File: src/rtl/toy_phy_rf_wb_arbiter_if.sv
// Writeback bus bundle: requester handshake, regfile stall, regfile write ports and wakeup broadcast.
// master = requester/regfile side, slave = the arbiter.
interface toy_phy_rf_wb_arbiter_if #(
    parameter int N_REQ     = 4,
    parameter int N_WR      = 2,
    parameter int PREG_W    = 7,
    parameter int REG_WIDTH = 64
);
    logic [N_REQ-1:0]                req_vld;
    logic [N_REQ-1:0][PREG_W-1:0]    req_preg;
    logic [N_REQ-1:0][REG_WIDTH-1:0] req_data;
    logic [N_REQ-1:0]                req_rdy;
    logic                            rf_stall;
    logic [N_WR-1:0]                 wr_en;
    logic [N_WR-1:0][PREG_W-1:0]     wr_preg;
    logic [N_WR-1:0][REG_WIDTH-1:0]  wr_data;
    logic [N_WR-1:0]                 wk_vld;
    logic [N_WR-1:0][PREG_W-1:0]     wk_preg;

    modport master (
        output req_vld, req_preg, req_data, rf_stall,
        input  req_rdy, wr_en, wr_preg, wr_data, wk_vld, wk_preg
    );

    modport slave (
        input  req_vld, req_preg, req_data, rf_stall,
        output req_rdy, wr_en, wr_preg, wr_data, wk_vld, wk_preg
    );
endinterface

File: src/rtl/toy_phy_rf_wb_arbiter.sv
// Round-robin writeback arbiter: up to N_WR requesters per cycle win a physical regfile write port,
// with same-cycle destination conflicts skipped and one registered cycle from grant to write/wakeup.
module toy_phy_rf_wb_arbiter #(
    parameter int N_REQ     = 4,
    parameter int N_WR      = 2,
    parameter int PREG_W    = 7,
    parameter int REG_WIDTH = 64,
    parameter int MODE      = 0
) (
    input  logic                          clk,
    input  logic                          rst,
    toy_phy_rf_wb_arbiter_if.slave        bus
);
    localparam int PTR_W = (N_REQ > 1) ? $clog2(N_REQ) : 1;

    logic [PTR_W-1:0]               rr_ptr_q, rr_ptr_d;
    logic [N_WR-1:0]                wr_en_q, wr_en_d;
    logic [N_WR-1:0][PREG_W-1:0]    wr_preg_q, wr_preg_d;
    logic [N_WR-1:0][REG_WIDTH-1:0] wr_data_q, wr_data_d;

    logic [N_REQ-1:0]               grant;
    logic [N_WR-1:0]                slot_vld;
    logic [N_WR-1:0][PREG_W-1:0]    slot_preg;
    logic [N_WR-1:0][REG_WIDTH-1:0] slot_data;
    logic [PTR_W-1:0]               idx;
    logic [PTR_W-1:0]               last_idx;
    logic                           conflict;
    int                             n_grant;

    // Scan from rr_ptr; the k-th winner in scan order fills write slot k.
    always_comb begin
        grant     = '0;
        slot_vld  = '0;
        slot_preg = '0;
        slot_data = '0;
        idx       = '0;
        last_idx  = '0;
        conflict  = 1'b0;
        n_grant   = 0;
        for (int i = 0; i < N_REQ; i++) begin
            idx      = PTR_W'((int'(rr_ptr_q) + i) % N_REQ);
            conflict = 1'b0;
            for (int k = 0; k < N_WR; k++) begin
                if (slot_vld[k] && (slot_preg[k] == bus.req_preg[idx])) begin
                    conflict = 1'b1;
                end
            end
            if (!rst && !bus.rf_stall && bus.req_vld[idx] && !conflict && (n_grant < N_WR)) begin
                grant[idx] = 1'b1;
                for (int k = 0; k < N_WR; k++) begin
                    if (k == n_grant) begin
                        slot_vld[k]  = 1'b1;
                        slot_preg[k] = bus.req_preg[idx];
                        slot_data[k] = bus.req_data[idx];
                    end
                end
                n_grant  = n_grant + 1;
                last_idx = idx;
            end
        end
    end

    // A grant to the INT zero register is accepted but never written; idle ports keep their last value.
    always_comb begin
        rr_ptr_d  = rr_ptr_q;
        wr_en_d   = '0;
        wr_preg_d = wr_preg_q;
        wr_data_d = wr_data_q;
        if (n_grant != 0) begin
            rr_ptr_d = (last_idx == PTR_W'(N_REQ - 1)) ? '0 : last_idx + 1'b1;
        end
        for (int k = 0; k < N_WR; k++) begin
            wr_en_d[k] = slot_vld[k] && !((MODE == 0) && (slot_preg[k] == '0));
            if (wr_en_d[k]) begin
                wr_preg_d[k] = slot_preg[k];
                wr_data_d[k] = slot_data[k];
            end
        end
    end

    always_ff @(posedge clk) begin
        if (rst) begin
            rr_ptr_q  <= '0;
            wr_en_q   <= '0;
            wr_preg_q <= '0;
            wr_data_q <= '0;
        end else begin
            rr_ptr_q  <= rr_ptr_d;
            wr_en_q   <= wr_en_d;
            wr_preg_q <= wr_preg_d;
            wr_data_q <= wr_data_d;
        end
    end

    // Masking with rst discards a write that was registered on the edge just before reset.
    assign bus.req_rdy = grant;
    assign bus.wr_en   = rst ? '0 : wr_en_q;
    assign bus.wr_preg = rst ? '0 : wr_preg_q;
    assign bus.wr_data = rst ? '0 : wr_data_q;
    assign bus.wk_vld  = rst ? '0 : wr_en_q;
    assign bus.wk_preg = rst ? '0 : wr_preg_q;
endmodule

File: src/flat_wrapper.sv
// flat-port wrapper written by rule: the top's interface ports become plain ports
module toy_phy_rf_wb_arbiter_flat 
#(
    parameter int N_REQ     = 4,
    parameter int N_WR      = 2,
    parameter int PREG_W    = 7,
    parameter int REG_WIDTH = 64,
    parameter int MODE      = 0
)
  (clk, rst, bus_req_vld, bus_req_preg, bus_req_data, bus_rf_stall, bus_req_rdy, bus_wr_en, bus_wr_preg, bus_wr_data, bus_wk_vld, bus_wk_preg);
  toy_phy_rf_wb_arbiter_if #(.N_REQ(N_REQ), .N_WR(N_WR), .PREG_W(PREG_W), .REG_WIDTH(REG_WIDTH)) bus_i ();
  input  logic clk;
  input  logic rst;
  input wire logic [$bits(bus_i.req_vld)-1:0] bus_req_vld;
  input wire logic [$bits(bus_i.req_preg)-1:0] bus_req_preg;
  input wire logic [$bits(bus_i.req_data)-1:0] bus_req_data;
  input wire logic [$bits(bus_i.rf_stall)-1:0] bus_rf_stall;
  output wire logic [$bits(bus_i.req_rdy)-1:0] bus_req_rdy;
  output wire logic [$bits(bus_i.wr_en)-1:0] bus_wr_en;
  output wire logic [$bits(bus_i.wr_preg)-1:0] bus_wr_preg;
  output wire logic [$bits(bus_i.wr_data)-1:0] bus_wr_data;
  output wire logic [$bits(bus_i.wk_vld)-1:0] bus_wk_vld;
  output wire logic [$bits(bus_i.wk_preg)-1:0] bus_wk_preg;
  assign bus_i.req_vld = bus_req_vld;
  assign bus_i.req_preg = bus_req_preg;
  assign bus_i.req_data = bus_req_data;
  assign bus_i.rf_stall = bus_rf_stall;
  assign bus_req_rdy = bus_i.req_rdy;
  assign bus_wr_en = bus_i.wr_en;
  assign bus_wr_preg = bus_i.wr_preg;
  assign bus_wr_data = bus_i.wr_data;
  assign bus_wk_vld = bus_i.wk_vld;
  assign bus_wk_preg = bus_i.wk_preg;
  toy_phy_rf_wb_arbiter #(.N_REQ(N_REQ), .N_WR(N_WR), .PREG_W(PREG_W), .REG_WIDTH(REG_WIDTH), .MODE(MODE)) u_core (.clk(clk), .rst(rst), .bus(bus_i));
endmodule
File: config.mk
export PLATFORM = sky130hd
export DESIGN_NAME = toy_phy_rf_wb_arbiter_flat
export DESIGN_NICKNAME = d
export VERILOG_FILES = /design/src/rtl/toy_phy_rf_wb_arbiter_if.sv /design/src/rtl/toy_phy_rf_wb_arbiter.sv /design/src/flat_wrapper.sv
export SDC_FILE = /design/constraint.sdc
export NUM_CORES = 1
export LEC_CHECK = 0
export CORE_ASPECT_RATIO = 1.4
export CORE_MARGIN = 2
export CORE_UTILIZATION = 52
export CTS_CLUSTER_SIZE = 10
export DETAILED_ROUTE_END_ITERATION = 12
export GPL_ROUTABILITY_DRIVEN = 0
export GPL_TIMING_DRIVEN = 0
export PLACE_DENSITY = 0.84
export SLEW_MARGIN = 25
export SYNTH_ARGS = -nofsm -noshare
export SYNTH_HDL_FRONTEND = slang
export SYNTH_SLANG_ARGS = --single-unit
export TNS_END_PERCENT = 10
File: constraint.sdc
create_clock -name clk -period 8.1 [get_ports clk]
set_input_delay 1.215 -clock clk [delete_from_list [all_inputs] [get_ports clk]]
set_output_delay 1.215 -clock clk [all_outputs]
set_load 0.03 [all_outputs]
==> flow_metrics.py <==
metrics = {
    "placement": {
        "dpl.cell_count": 2777,
        "io_buffers": 454,
        "dpl-instance-area_um2": 23300,
        "dp_hpwl_um": 57700,
        "pre_cts_slack_ns": -0.582,
    },
    "setup_path": {
        "worstPathMaxFanout": 19,
        "slowest_stage": "a222oi_1",
        "r2r-start": "u_core.rr_ptr_q[1]",
        "crit_path_max_incr_delay_ns": 0.66,
        "rr_worst_depth": 26,
        "required_ns": 6.88,
        "cp_common_cell": "buf_6",
        "endpoint_kind": "output pin",
        "cp-start-kind": "input port",
        "critPathKind": "input port to output pin",
        "path_delay_family": "buffers and inverters",
        "r2r_end": "u_core.wr_data_q[66]",
        "reg2reg_slack_ns": 0.58,
        "arrival_ns": 6.73,
        "path_buf_inv": 8,
        "cp_cell_sequence": "clkdlybuf4s50_1 -> or3b_2 -> o22a_1 -> inv_1 -> buf_6 -> buf_6 -> clkbuf_1 -> clkbuf_2 -> ha_1 -> nor3_2 -> nand2_2 -> nor3_4 -> a222oi_1 -> o2111a_1 -> o21ai_1 -> o211a_1 -> buf_6 -> and2_2 -> nand2_1 -> nand2_1 -> clkdlybuf4s15_2",
    },
    "sta": {
        "setup_ws_ns": 0.155,
        "finalHoldViolations": 0,
        "tns_ns": 0,
        "finalCritPeriodShare": 0.981,
        "worst_pin_slew_ns": 1.12,
        "fmax_ghz": 0.126,
        "period_needed_ns": 7.95,
        "setup_viol": 0,
        "worst_clock_skew_ns": 0.0120,
        "final_max_slew_viol_count": 0,
        "slew_headroom": 0.250,
        "rsz0062_at_grt": "no",
    },
    "yosys": {
        "yosysWarnings": 0,
        "synth_nets": 2166,
        "syn_inst": 1867,
        "synth_top_area_frac": 0.279,
        "yosysMostFrequentCell": "mux4_2",
        "synth-edff-count": 0,
        "synthesis.area_um2": 18200,
        "avgSynthCellArea_um2": 9.76,
        "yosysSeqAreaShare": 0.160,
        "yosys_most_used_dff": "dfxtp_1",
        "synthTopCellsByCount": "mux4_2 (226), nand2_1 (156), dfxtp_1 (146)",
        "ys_seq_elements": 146,
        "ys_top_cells_by_area": "mux4_2 (28%), dfxtp_1 (16%), mux2i_1 (7.4%)",
        "synth.distinct_cells": 78,
        "ys_async_sr_fraction": 0,
        "synth_largest_area_cell": "mux4_2",
    },
    "cells_and_area": {
        "layout.cells.non_filler": 2817,
        "drive_above_1_share": 0.215,
        "final_cell_area_um2": 24000,
        "area_growth_pct": 31.6,
        "fill_cells": 2640,
        "num-nets-final": 2638,
    },
    "die": {
        "num_rows": 81,
        "ios": 455,
        "dieArea_um2": 36600,
        "start_util": 0.524,
        "die_w_um": 162,
        "die_y_um": 226,
        "fp.coreArea_um2": 34800,
    },
    "clock_tree": {
        "clock_path_buffers": 2,
        "clock_latency_ns": 0.47,
        "clock-sinks": 146,
        "cts_tree": "done",
        "postCtsHoldBufs": 0,
        "numCtsBuffers": 17,
        "cts.clk_slew.worst_paths_ns": 0.07,
        "htreeDepth": 4,
        "cts-root-buf": "clkbuf_16",
    },
    "global_route": {
        "grt_pass1_vias": 20128,
        "grt_pass1_wl_um": 116000,
        "grt_max_degree": 20,
        "antenna_found_initial": 9,
        "grt_usage": 0.412,
        "grt-ovfl-total": 0,
    },
    "drt": {
        "drtIter0Drc": 3116,
        "final_antenna_net_count": 0,
        "drt_wl_total_um": 76900,
        "drc_errors": 0,
        "wl_per_cell_um": 27.3,
        "post_drt_via_cell_ratio": 7.08,
        "dr.pass1.iters": 7,
        "vias": 19944,
    },
    "run_status": {
        "status": "complete, no violations",
    },
    "job": {
        "maxCapViolCount": 0,
    },
    "pwr": {
        "powerDensity_nw_per_um2": 337,
        "power_w": 0.00809,
        "ir_drop_mv": 0.199,
        "p_leak_nw": 9.11,
    },
    "min_path": {
        "hold_path_end": "u_core.wr_data_q[39]",
        "hold_class": "flip-flop to flip-flop",
        "min_from": "u_core.wr_data_q[39]",
        "hold_path_depth": 2,
    },
}
[final cells by class]
cell class                 count  area [µm²]  area share
timing repair buffer         456        4550       0.189
sequential                   146        2920       0.122
clock buffer                  17         425      0.0177
clock inverter                15         169     0.00704
tap                          456         571      0.0238
buffer                       214        1140      0.0477
antenna                        9        22.5    0.000938
inverter                      59         225     0.00938
multi-input combinational   1445       14000       0.582
[kinds of logic (layout without fill, tap and decap cells)]
kind of cell | after synthesis | after routing | share of synthesized area
mux | 509 | 509 | 0.460
simple gates | 503 | 503 | 0.140
compound gates | 409 | 409 | 0.151
buf+inv | 276 | 761 | 0.0750
flops | 146 | 146 | 0.160
xor+xnor | 16 | 16 | 0.00769
fa+ha+maj | 8 | 8 | 0.00549
other cells | 0 | 9 | 0
[cells in the final DEF, fill, tap and decap left out, types with 78 or more instances in the layout]
cell	n
nand2_1	156
o21ai_0	129
dfxtp_1	145
mux2i_1	134
mux2_2	93
clkbuf_1	109
nor2_1	78
nor2b_1	102
clkdlybuf4s50_1	450
mux4_2	226
[per-layer routing]
layer / up-vias / wire, µm / global-route usage
met3: 488 / 9690 / 0.109
met1: 9357 / 24100 / 0.450
li1: 8167 / - / -
met5: - / 13 / 0
met4: 2 / 6000 / 0.298
met2: 1930 / 37000 / 0.692
[sequential cells by signal, indices dropped and copies added, names as in the netlist]
name              flops
u_core.rr_ptr_q       2
u_core.wr_data_q    128
u_core.wr_en_q        2
u_core.wr_preg_q     14
[through the flow]
stage	hold WS, ns	utilization
after global routing	0.514	0.690
after global placement	0.473	0.672
after floorplan	0.458	-
after CTS	0.488	0.690
after detailed placement	0.479	0.672
final	0.484	0.690
[worst reg2reg max path, stage by stage, from the launching register on]
cell	delay (ns)
dfxtp_1	0.40
buf_4	0.22
buf_4	0.23
inv_1	0.22
ha_4	0.37
buf_6	0.18
mux4_2	0.60
xor2_1	0.19
o41ai_1	0.33
and3_1	0.26
buf_4	0.20
inv_2	0.14
clkbuf_4	0.24
ha_1	0.26
nor3_2	0.22
nand2_2	0.14
nor2_1	0.16
nand3_1	0.14
a21boi_1	0.34
buf_4	0.31
buf_2	0.46
nor2_1	0.17
ha_1	0.31
nand3_1	0.24
buf_2	0.36
mux2_2	0.44
mux2_2	0.28
[where the power goes]
group,internal [W],total (W),switching [W]
Combinational,0.00284,0.00630,0.00346
Clock,0.000439,0.000852,0.000412
Sequential,0.000901,0.000944,0.0000426
Total,0.00418,0.00809,0.00391
[how the worst max path moves through the flow]
stage	startpoint	end	slack [ns]	cells past startpoint
floorplan	u_core.rr_ptr_q[0]	bus_req_rdy[0]	1.47	26
global placement	rst	bus_req_rdy[1]	-0.45	22
detailed placement	rst	bus_req_rdy[0]	-0.58	22
CTS	u_core.rr_ptr_q[0]	bus_req_rdy[0]	0.001	28
global route	rst	bus_req_rdy[3]	0.02	23
finish	rst	bus_req_rdy[3]	0.15	21
[timing repair]
| item | in CTS | in global routing |
|---|---|---|
| cloned | 0 | 0 |
| gates resized for setup | 24 | 8 |
| setup buffers | 1 | 1 |
| setup endpoints to repair | 147 | 145 |
Note: power is estimated with default switching activity, not from simulation.
